### src/rtl/lht_access_scheduler_if.sv
// Requester-side channels of the LHT access scheduler: the fetch-stage
// history lookup and the resolved-branch update offer.
interface lht_access_scheduler_if;
  logic       lookup_req;
  logic [4:0] lookup_idx;
  logic       lookup_gnt;
  logic [4:0] lookup_hist;
  logic       lookup_stale;
  logic       upd_valid;
  logic [4:0] upd_idx;
  logic       upd_taken;
  logic       upd_ready;

  // Requesters: fetch drives lookups, branch resolution drives updates.
  modport master (
    output lookup_req, lookup_idx, upd_valid, upd_idx, upd_taken,
    input  lookup_gnt, lookup_hist, lookup_stale, upd_ready
  );

  // Scheduler side.
  modport slave (
    input  lookup_req, lookup_idx, upd_valid, upd_idx, upd_taken,
    output lookup_gnt, lookup_hist, lookup_stale, upd_ready
  );
endinterface

### src/rtl/lht_access_scheduler.sv
// Arbitrates the single address/update port of the 32-entry local history
// table. Lookups win the port; updates wait in a small FIFO and drain when
// the port is idle, or are forced through after STARVE_LIMIT lost cycles.
// Lookups whose index matches a queued update are flagged stale.
module lht_access_scheduler #(
  parameter int DEPTH        = 4,
  parameter int STARVE_LIMIT = 3
) (
  input  logic                     clk,
  input  logic                     rst_n,
  lht_access_scheduler_if.slave    bus,
  output logic                     lht_update_shft_reg,
  output logic                     lht_shft_value,
  output logic [4:0]               lht_addr,
  input  logic [4:0]               lht_entry,
  output logic [$clog2(DEPTH):0]   fifo_count
);

  localparam int PW = $clog2(DEPTH);
  localparam int CW = PW + 1;
  localparam logic [3:0]    STARVE_MAX = 4'(STARVE_LIMIT);
  localparam logic [CW-1:0] COUNT_FULL = CW'(DEPTH);
  localparam logic [CW-1:0] COUNT_ONE  = CW'(1);
  localparam logic [PW-1:0] PTR_ONE    = PW'(1);

  // Queue storage; valid bits track which slots hold a pending update.
  logic [4:0]       idx_mem_r   [DEPTH];
  logic             taken_mem_r [DEPTH];
  logic [DEPTH-1:0] valid_r;

  logic [PW-1:0] wr_ptr_r;
  logic [PW-1:0] rd_ptr_r;
  logic [CW-1:0] count_r;
  logic [3:0]    starve_cnt_r;

  logic       nonempty_s;
  logic       upd_ready_s;
  logic       push_s;
  logic       upd_sel_s;
  logic       stale_hit_s;
  logic [4:0] head_idx_s;
  logic       head_taken_s;

  // Port arbitration: an update takes the port when nothing is looking up or
  // when it has lost enough times in a row. Held off while reset is applied
  // so discarded entries never reach the table.
  always_comb begin
    nonempty_s   = (count_r != {CW{1'b0}});
    upd_ready_s  = (count_r < COUNT_FULL);
    push_s       = rst_n & bus.upd_valid & upd_ready_s;
    head_idx_s   = idx_mem_r[rd_ptr_r];
    head_taken_s = taken_mem_r[rd_ptr_r];
    upd_sel_s    = rst_n & nonempty_s &
                   (~bus.lookup_req | (starve_cnt_r == STARVE_MAX));
  end

  // Stale detection: any pending (already valid) update to the looked-up index.
  always_comb begin
    stale_hit_s = 1'b0;
    for (int i = 0; i < DEPTH; i++) begin
      stale_hit_s = stale_hit_s | (valid_r[i] & (idx_mem_r[i] == bus.lookup_idx));
    end
  end

  // Drive the table port and the requester responses.
  always_comb begin
    lht_update_shft_reg = 1'b0;
    lht_shft_value      = 1'b0;
    lht_addr            = bus.lookup_idx;
    bus.lookup_gnt      = 1'b0;
    bus.lookup_stale    = 1'b0;
    bus.lookup_hist     = lht_entry;
    bus.upd_ready       = upd_ready_s;
    fifo_count          = count_r;
    if (upd_sel_s) begin
      lht_update_shft_reg = 1'b1;
      lht_shft_value      = head_taken_s;
      lht_addr            = head_idx_s;
    end else begin
      bus.lookup_gnt   = bus.lookup_req;
      bus.lookup_stale = bus.lookup_req & stale_hit_s;
    end
  end

  // Payload write on accept; payload needs no reset since valid_r guards it.
  always_ff @(posedge clk) begin
    if (push_s) begin
      idx_mem_r[wr_ptr_r]   <= bus.upd_idx;
      taken_mem_r[wr_ptr_r] <= bus.upd_taken;
    end
  end

  // Queue pointers, occupancy, valid bits and the starvation counter.
  always_ff @(posedge clk) begin
    if (!rst_n) begin
      wr_ptr_r     <= {PW{1'b0}};
      rd_ptr_r     <= {PW{1'b0}};
      count_r      <= {CW{1'b0}};
      starve_cnt_r <= 4'd0;
      valid_r      <= {DEPTH{1'b0}};
    end else begin
      if (push_s) begin
        wr_ptr_r          <= wr_ptr_r + PTR_ONE;
        valid_r[wr_ptr_r] <= 1'b1;
      end
      if (upd_sel_s) begin
        rd_ptr_r          <= rd_ptr_r + PTR_ONE;
        valid_r[rd_ptr_r] <= 1'b0;
      end
      case ({push_s, upd_sel_s})
        2'b10:   count_r <= count_r + COUNT_ONE;
        2'b01:   count_r <= count_r - COUNT_ONE;
        default: count_r <= count_r;
      endcase
      // Here a nonempty queue without a pop means the head lost arbitration.
      if (upd_sel_s || !nonempty_s) begin
        starve_cnt_r <= 4'd0;
      end else if (bus.lookup_req && (starve_cnt_r != STARVE_MAX)) begin
        starve_cnt_r <= starve_cnt_r + 4'd1;
      end else begin
        starve_cnt_r <= starve_cnt_r;
      end
    end
  end

endmodule

### src/flat_wrapper.sv
// flat-port wrapper written by rule: the top's interface ports become plain ports
module lht_access_scheduler_flat 
#(
  parameter int DEPTH        = 4,
  parameter int STARVE_LIMIT = 3
)
  (clk, rst_n, lht_update_shft_reg, lht_shft_value, lht_addr, lht_entry, fifo_count, bus_lookup_req, bus_lookup_idx, bus_upd_valid, bus_upd_idx, bus_upd_taken, bus_lookup_gnt, bus_lookup_hist, bus_lookup_stale, bus_upd_ready);
  lht_access_scheduler_if bus_i ();
  input  logic clk;
  input  logic rst_n;
  output logic lht_update_shft_reg;
  output logic lht_shft_value;
  output logic [4:0] lht_addr;
  input  logic [4:0] lht_entry;
  output logic [$clog2(DEPTH):0] fifo_count;
  input wire logic [$bits(bus_i.lookup_req)-1:0] bus_lookup_req;
  input wire logic [$bits(bus_i.lookup_idx)-1:0] bus_lookup_idx;
  input wire logic [$bits(bus_i.upd_valid)-1:0] bus_upd_valid;
  input wire logic [$bits(bus_i.upd_idx)-1:0] bus_upd_idx;
  input wire logic [$bits(bus_i.upd_taken)-1:0] bus_upd_taken;
  output wire logic [$bits(bus_i.lookup_gnt)-1:0] bus_lookup_gnt;
  output wire logic [$bits(bus_i.lookup_hist)-1:0] bus_lookup_hist;
  output wire logic [$bits(bus_i.lookup_stale)-1:0] bus_lookup_stale;
  output wire logic [$bits(bus_i.upd_ready)-1:0] bus_upd_ready;
  assign bus_i.lookup_req = bus_lookup_req;
  assign bus_i.lookup_idx = bus_lookup_idx;
  assign bus_i.upd_valid = bus_upd_valid;
  assign bus_i.upd_idx = bus_upd_idx;
  assign bus_i.upd_taken = bus_upd_taken;
  assign bus_lookup_gnt = bus_i.lookup_gnt;
  assign bus_lookup_hist = bus_i.lookup_hist;
  assign bus_lookup_stale = bus_i.lookup_stale;
  assign bus_upd_ready = bus_i.upd_ready;
  lht_access_scheduler #(.DEPTH(DEPTH), .STARVE_LIMIT(STARVE_LIMIT)) u_core (.clk(clk), .rst_n(rst_n), .bus(bus_i), .lht_update_shft_reg(lht_update_shft_reg), .lht_shft_value(lht_shft_value), .lht_addr(lht_addr), .lht_entry(lht_entry), .fifo_count(fifo_count));
endmodule
### config.mk
export PLATFORM = sky130hd
export DESIGN_NAME = lht_access_scheduler_flat
export DESIGN_NICKNAME = d
export VERILOG_FILES = /design/src/rtl/lht_access_scheduler_if.sv /design/src/rtl/lht_access_scheduler.sv /design/src/flat_wrapper.sv
export SDC_FILE = /design/constraint.sdc
export NUM_CORES = 1
export LEC_CHECK = 0
export CORE_ASPECT_RATIO = 0.7
export CORE_MARGIN = 2
export CORE_UTILIZATION = 30
export DETAILED_ROUTE_END_ITERATION = 8
export PLACE_DENSITY = 0.62
export SYNTH_ARGS = -nofsm -noshare
export SYNTH_HDL_FRONTEND = slang
export SYNTH_SLANG_ARGS = --single-unit
### constraint.sdc
create_clock -name clk -period 3 [get_ports clk]
set_input_delay 0.6 -clock clk [delete_from_list [all_inputs] [get_ports clk]]
set_output_delay 0.6 -clock clk [all_outputs]
set_load 0.01 [all_outputs]
==> results.tsv, run 1 <==
stage	metric	value	unit
clock_network	CTS sink cnt	41	
finish	Layout area overhead	22.31	%
timing	fmax	0.3452	GHz
floorplan	Die X	103.5	um
worst_setup_path	Crit. End Element	primary output	
finish	share of layout cells above drive strength 1	15.03	%
pwr	Power Dens Cells	484.0	nW/um^2
synthesis	Yosys reg bits	41	
timing	fin worst setup slack	0.1028	ns
clock_network	CTS Buf Count	5	
synthesis	Synth area leader	edfxtp_1	
routing	drt pass-1 iters	4	
worst_setup_path	Worst Setup SP	bus_lookup_req	
floorplan	die height	73.68	um
routing	# DRC	0	
worst_setup_path	register-to-register setup slack	0.53	ns
worst_setup_path	Worst EP required	2.40	ns
placed_design	Detailed Place HPWL	3017	um
global_routing	GRT Util Overall	11.36	%
worst_setup_path	arrival time at the worst endpoint	2.30	ns
synthesis	Syn Nets	196	
routing	drt wl/cell	14.42	um
placed_design	dpl ws	-0.1620	ns
timing	RSZ-0062 raised after global routing	false	
floorplan	Starting Density	30.94	%
floorplan	core area	6725	sq um
finish	Final nets	223	
routing	vias per inst	4.502	
clock_network	root buffer cell	clkbuf_8	
synthesis	top cell type's share of synthesized area	34.64	%
pwr	Peak VDD IR	158.2	uV
timing	Least-Margin Pin Slew	0.8148	ns
hold_path	hold path start	u_core.starve_cnt_r[0]	
hold_path	Hold Path Class	reg2reg	
synthesis	synth warn	0	
floorplan	row count	25	
synthesis	Mapped Avg Cell Area	12.61	sq um
routing	via count	1292	
placed_design	number of buffers inserted by port buffering	27	
placed_design	GPL Wtd Cong	0.7952	
finish	commonest non-fill, non-tap cells in the layout	24 x edfxtp_1, 21 x clkdlybuf4s50_1, 18 x xor2_1	
global_routing	pin count of the biggest net entering global routing	16	
routing	Post-DRT Antenna Nets	0	
worst_setup_path	worst-path maximum fanout	8	
floorplan	IO Pins	38	
pwr	overall power	1.232	mW
finish	commonest non-fill, non-tap cell in the layout	edfxtp_1	
placed_design	Placed Area	2434	sq um
clock_network	clock buffer depth	2	
timing	Final setup viols	0	
finish	non-filler cells in the finished layout	287	
routing	initial drt markers	90	
finish	design area	2545	sq um
synthesis	largest cells by area after synthesis	edfxtp_1 35%, dfxtp_1 16%, xor2_1 7.6%	
clock_network	Post-CTS Repair Setup Buffers	0	
global_routing	antenna violations before repair	0	
synthesis	Seq/Total Area, Yosys	50.99	%
worst_setup_path	reg2reg start	u_core.starve_cnt_r[0]	
clock_network	CTS tree	built	
timing	relative slew slack	44.99	%
worst_setup_path	critical path launch point type	primary input	
timing	final hold slack	0.4558	ns
timing	Period minus WS final	2.897	ns
finish	fill count	658	
floorplan	die area	7629	sq um
timing	Slew Limit Fails	0	
worst_setup_path	Setup CP Type	in2out	
timing	crit share post-route	96.57	%
timing	setup TNS	0	ns
clock_network	# H-tree levels	2	
global_routing	vias in the first global route	1234	
routing	drt total wl	4139	um
synthesis	Cell Area, Synth	2081	sq um
synthesis	post-synth cell types	33	
global_routing	first-pass GRT wire length	6465	um
flow_run	Max-Cap Viols	0	
global_routing	GRT overflow	0	
placed_design	placed cell count	279	
finish	Ant. Diodes	0	
clock_network	Clock Latency Late Sink	0.29	ns
clock_network	Reg clk slew, reported paths	0.07	ns
timing	final hold viol count	0	
pwr	P_leak	0.9420	nW
synthesis	Cells after Synth	165	
timing	Fin Clk Skew	0.004432	ns
finish	fin util	37.84	%
clock_network	CTS Hold Bufs	0	
run_status	status	completed	
[Yosys cell counts]
library cell	instances
edfxtp_1	24
nor2b_1	1
o311a_1	1
nand2_1	6
xnor2_1	6
nor4_1	4
mux4_2	6
and3_1	4
a21boi_0	1
nand2b_1	1
inv_1	11
and2_1	6
or3_1	1
and2b_1	1
ha_1	10
buf_6	3
nand3_1	5
o311ai_0	1
o21ai_0	7
nand4_1	1
fa_1	1
dfxtp_1	17
nor2_1	3
mux2_4	5
buf_4	5
o21ai_2	1
xor2_1	18
a21oi_1	5
o21ai_1	1
nand2b_4	1
buf_2	5
clkbuf_1	1
mux2i_1	2
[logic make-up (layout without fill, tap and decap cells)]
logic type	Yosys count	in the layout	share of synthesized area, %
DFF	41	41	50.99
and+or+nand+nor	34	34	9.261
buffers and inverters	25	53	6.795
xor gates and xnor gates	24	24	10.10
AOI/OAI and AO/OA	17	17	4.810
muxes	13	13	11.06
adders and majority gates	11	11	6.975
[area by class of cell]
cell class                 instances  area, sq um  area share (%)
inverter                          11        41.29           1.622
timing repair buffer              34        335.3           13.18
clock buffer                       8        90.09           3.540
sequential                        41         1061           41.69
multi-input combinational         99        899.6           35.35
tap                               94        117.6           4.621
[worst max-delay path: stages]
cell and delay (ns):
clkdlybuf4s50_1 0.43, o21ai_2 0.08, o311a_1 0.25, buf_12 0.16, mux2_4 0.30, clkdlybuf4s50_1 0.48
[per-layer routing]
metal	global-route usage, %	wire length (um)	up-vias	part of all wire (%)
met5	0	0	-	0
met4	3.754	48	0	1.2
met3	3.372	264	9	6.4
met2	15.82	1774	37	43
met1	16.71	2050	624	50
li1	-	-	622	-
[registers in the layout, summed over array words and instances, names as in the netlist, named ones only]
signal and cells:
u_core.fifo_count 3, u_core.idx_mem_r 20, u_core.starve_cnt_r 4, u_core.rd_ptr_r 2
u_core.valid_r 4, u_core.wr_ptr_r 2, u_core.taken_mem_r 4
[repair_timing]
action | in CTS | in global routing
gates resized for setup | 4 | 5
endpoints found under the setup margin | 1 | 2
pin swaps | 0 | 2
[final timing paths]
| check | to | cells after the start |
|---|---|---|
| setup reg to reg | u_core.fifo_count[2] | 11 |
| setup / recovery | lht_addr[2] | 6 |
| hold / removal | u_core.starve_cnt_r[0] | 1 |
| hold reg to reg | u_core.starve_cnt_r[0] | 1 |
[report_power, final]
| group | leakage (nW) | internal, mW | switching [mW] | total (mW) |
|---|---|---|---|---|
| Combinational | 0.540 | 0.116 | 0.0893 | 0.205 |
| Clock | 0.0455 | 0.188 | 0.183 | 0.371 |
| Sequential | 0.356 | 0.624 | 0.0314 | 0.655 |
No activity file was read; power rests on OpenSTA's default activity.
==> run 2, diff against run 1 <==
--- a/config.mk
+++ b/config.mk
@@ -6,7 +6,7 @@
 export NUM_CORES = 1
 export LEC_CHECK = 0
 export CORE_ASPECT_RATIO = 0.7
-export CORE_MARGIN = 2
+export CORE_MARGIN = 1.5
 export CORE_UTILIZATION = 30
 export DETAILED_ROUTE_END_ITERATION = 8
 export PLACE_DENSITY = 0.62
==> run 2 against run 1 <==
Non-clock buffer count fell by 1; via count fell by 4.6%; critical path type unchanged; global-route usage rose by 0.15 points; count of clock-buffer cells in the layout fell by 3; hold slack got worse by 0.0018 ns; largest cell class unchanged; power fell by 2.9%; die area fell by 2.3%; first-iteration DRC count fell by 29%; sequential power barely moved; design area fell by 0.59%.
==> results.tsv, run 2 (same netlist as run 1, synthesis figures left out) <==
stage	metric	value	unit	change
routing	initial drt markers	64		was 90
worst_setup_path	Crit path top cell by count	clkdlybuf4s50_1		unchanged
clock_network	clock buffer depth	2		unchanged
timing	Fin Clk Skew	0.006266	ns	was 0.004432 ns
placed_design	Placed Area	2426	sq um	was 2434 sq um
timing	Least-Margin Pin Slew	0.7852	ns	was 0.8148 ns
finish	Reg with most FFs	u_core.idx_mem_r		unchanged
global_routing	GRT Util Overall	11.51	%	was 11.36%
clock_network	Reg clk slew, reported paths	0.07	ns	about the same
hold_path	Hold Path Class	reg2reg		unchanged
placed_design	Detailed Place HPWL	2914	um	was 3017 um
worst_setup_path	register-to-register setup slack	0.52	ns	was 0.53 ns
finish	Ant. Diodes	0		unchanged
finish	share of layout cells above drive strength 1	14.58	%	was 15.03%
pwr	Power Dens Cells	472.7	nW/um^2	was 484.0 nW/um^2
floorplan	die height	72.68	um	was 73.68 um
timing	Final setup viols	0		unchanged
timing	final hold slack	0.4539	ns	was 0.4558 ns
routing	Met2 Wirelength	1627	um	was 1774 um
worst_setup_path	CP max stage cell	clkdlybuf4s50_1		unchanged
routing	# DRC	0		unchanged
global_routing	antenna violations before repair	0		unchanged
routing	drt wl/cell	13.67	um	was 14.42 um
run_status	status	completed		unchanged
timing	RSZ-0062 raised after global routing	false		unchanged
routing	Post-DRT Antenna Nets	0		unchanged
worst_setup_path	critical path launch point type	primary input		unchanged
worst_setup_path	Worst EP required	2.40	ns	about the same
placed_design	number of buffers inserted by port buffering	27		unchanged
clock_network	root buffer cell	clkbuf_8		unchanged
routing	via count	1233		was 1292
placed_design	placed cell count	278		was 279
pwr	overall power	1.196	mW	was 1.232 mW
routing	DRT met1 WL	2084	um	was 2050 um
worst_setup_path	Crit. End Element	primary output		unchanged
finish	max FFs per register	20		unchanged
timing	setup TNS	0	ns	unchanged
routing	Max Used Layer	met3		was met4
global_routing	GRT overflow	0		unchanged
global_routing	pin count of the biggest net entering global routing	16		unchanged
clock_network	CTS Buf Count	5		unchanged
finish	non-filler cells in the finished layout	286		was 287
finish	design area	2530	sq um	was 2545 sq um
timing	crit share post-route	95.99	%	was 96.57%
routing	drt total wl	3911	um	was 4139 um
clock_network	# H-tree levels	2		unchanged
floorplan	Starting Density	30.94	%	unchanged
clock_network	Clock Latency Late Sink	0.29	ns	about the same
finish	fin util	37.62	%	was 37.84%
floorplan	die area	7453	sq um	was 7629 sq um
worst_setup_path	crit-path cells	clkdlybuf4s50_1 > o21ai_2 > o311a_4 > buf_4 > mux2_4 > clkdlybuf4s50_1		was clkdlybuf4s50_1 > o21ai_2 > o311a_1 > buf_12 > mux2_4 > clkdlybuf4s50_1
global_routing	first-pass GRT wire length	6285	um	was 6465 um
timing	fmax	0.3473	GHz	was 0.3452 GHz
floorplan	row count	25		unchanged
timing	fin worst setup slack	0.1204	ns	was 0.1028 ns
global_routing	vias in the first global route	1205		was 1234
timing	final hold viol count	0		unchanged
placed_design	GPL Wtd Cong	0.7301		was 0.7952
finish	Final nets	222		was 223
finish	commonest non-fill, non-tap cells in the layout	24 x edfxtp_1, 20 x clkdlybuf4s50_1, 18 x xor2_1		was 24 x edfxtp_1, 21 x clkdlybuf4s50_1, 18 x xor2_1
clock_network	CTS sink cnt	41		unchanged
finish	commonest non-fill, non-tap cell in the layout	edfxtp_1		unchanged
floorplan	core area	6725	sq um	unchanged
pwr	P_leak	0.9310	nW	was 0.9420 nW
timing	Slew Limit Fails	0		unchanged
worst_setup_path	Setup CP Type	in2out		unchanged
finish	Layout area overhead	21.59	%	was 22.31%
timing	relative slew slack	46.99	%	was 44.99%
flow_run	Max-Cap Viols	0		unchanged
worst_setup_path	arrival time at the worst endpoint	2.28	ns	was 2.30 ns
routing	drt pass-1 iters	4		unchanged
floorplan	IO Pins	38		unchanged
routing	vias per inst	4.311		was 4.502
clock_network	CTS tree	built		unchanged
pwr	Peak VDD IR	168.8	uV	was 158.2 uV
worst_setup_path	worst-path maximum fanout	3		was 8
placed_design	dpl ws	-0.1753	ns	was -0.1620 ns
clock_network	Post-CTS Repair Setup Buffers	0		unchanged
worst_setup_path	max incr delay on CP	0.47	ns	was 0.48 ns
timing	Period minus WS final	2.880	ns	was 2.897 ns
floorplan	Die X	102.5	um	was 103.5 um
routing	Met3 Wirelength	199	um	was 264 um
==> run 2: worst paths after layout <==
path,from,to,depth (start not counted)
max,bus_lookup_req,lht_addr[0],6
min,u_core.starve_cnt_r[0],u_core.starve_cnt_r[0],1
max reg2reg,u_core.starve_cnt_r[0],u_core.fifo_count[2],11
min reg2reg,u_core.starve_cnt_r[0],u_core.starve_cnt_r[0],1
==> run 2: final cells by class <==
cell class | count | area (sq um)
repair buffers | 33 | 326.6
multi-input cells | 99 | 902.1
inverters | 11 | 41.29
well taps | 94 | 117.6
clock buffers | 5 | 68.82
clock inverters | 3 | 12.51
fillers | 647 | 4195
flip-flops and latches | 41 | 1061
==> run 2: critical path: cells and delay by family <==
kind	cells	cell delay (ns)
AOI/OAI and AO/OA	2	0.35
buffers and inverters	3	1.04
muxes	1	0.29
==> run 2: power breakdown <==
group	switching (mW)	internal, mW
sequential	0.0308	0.624
clock	0.181	0.157
combinational	0.0888	0.115
total	0.300	0.895
==> run 2: timing repair <==
item / in CTS / in global routing
pin swaps: 2 / 1
setup endpoints to repair: 6 / 2
hold buffers: 0 / 0
resized for setup: 6 / 4
cloned: 0 / 0
==> run 2: metal layers <==
metal | vias to the layer above | track usage [%]
met1 | 582 | 17.38
met5 | - | 0
met2 | 29 | 15.38
met3 | 0 | 4.310
li1 | 622 | -
met4 | 0 | 2.740
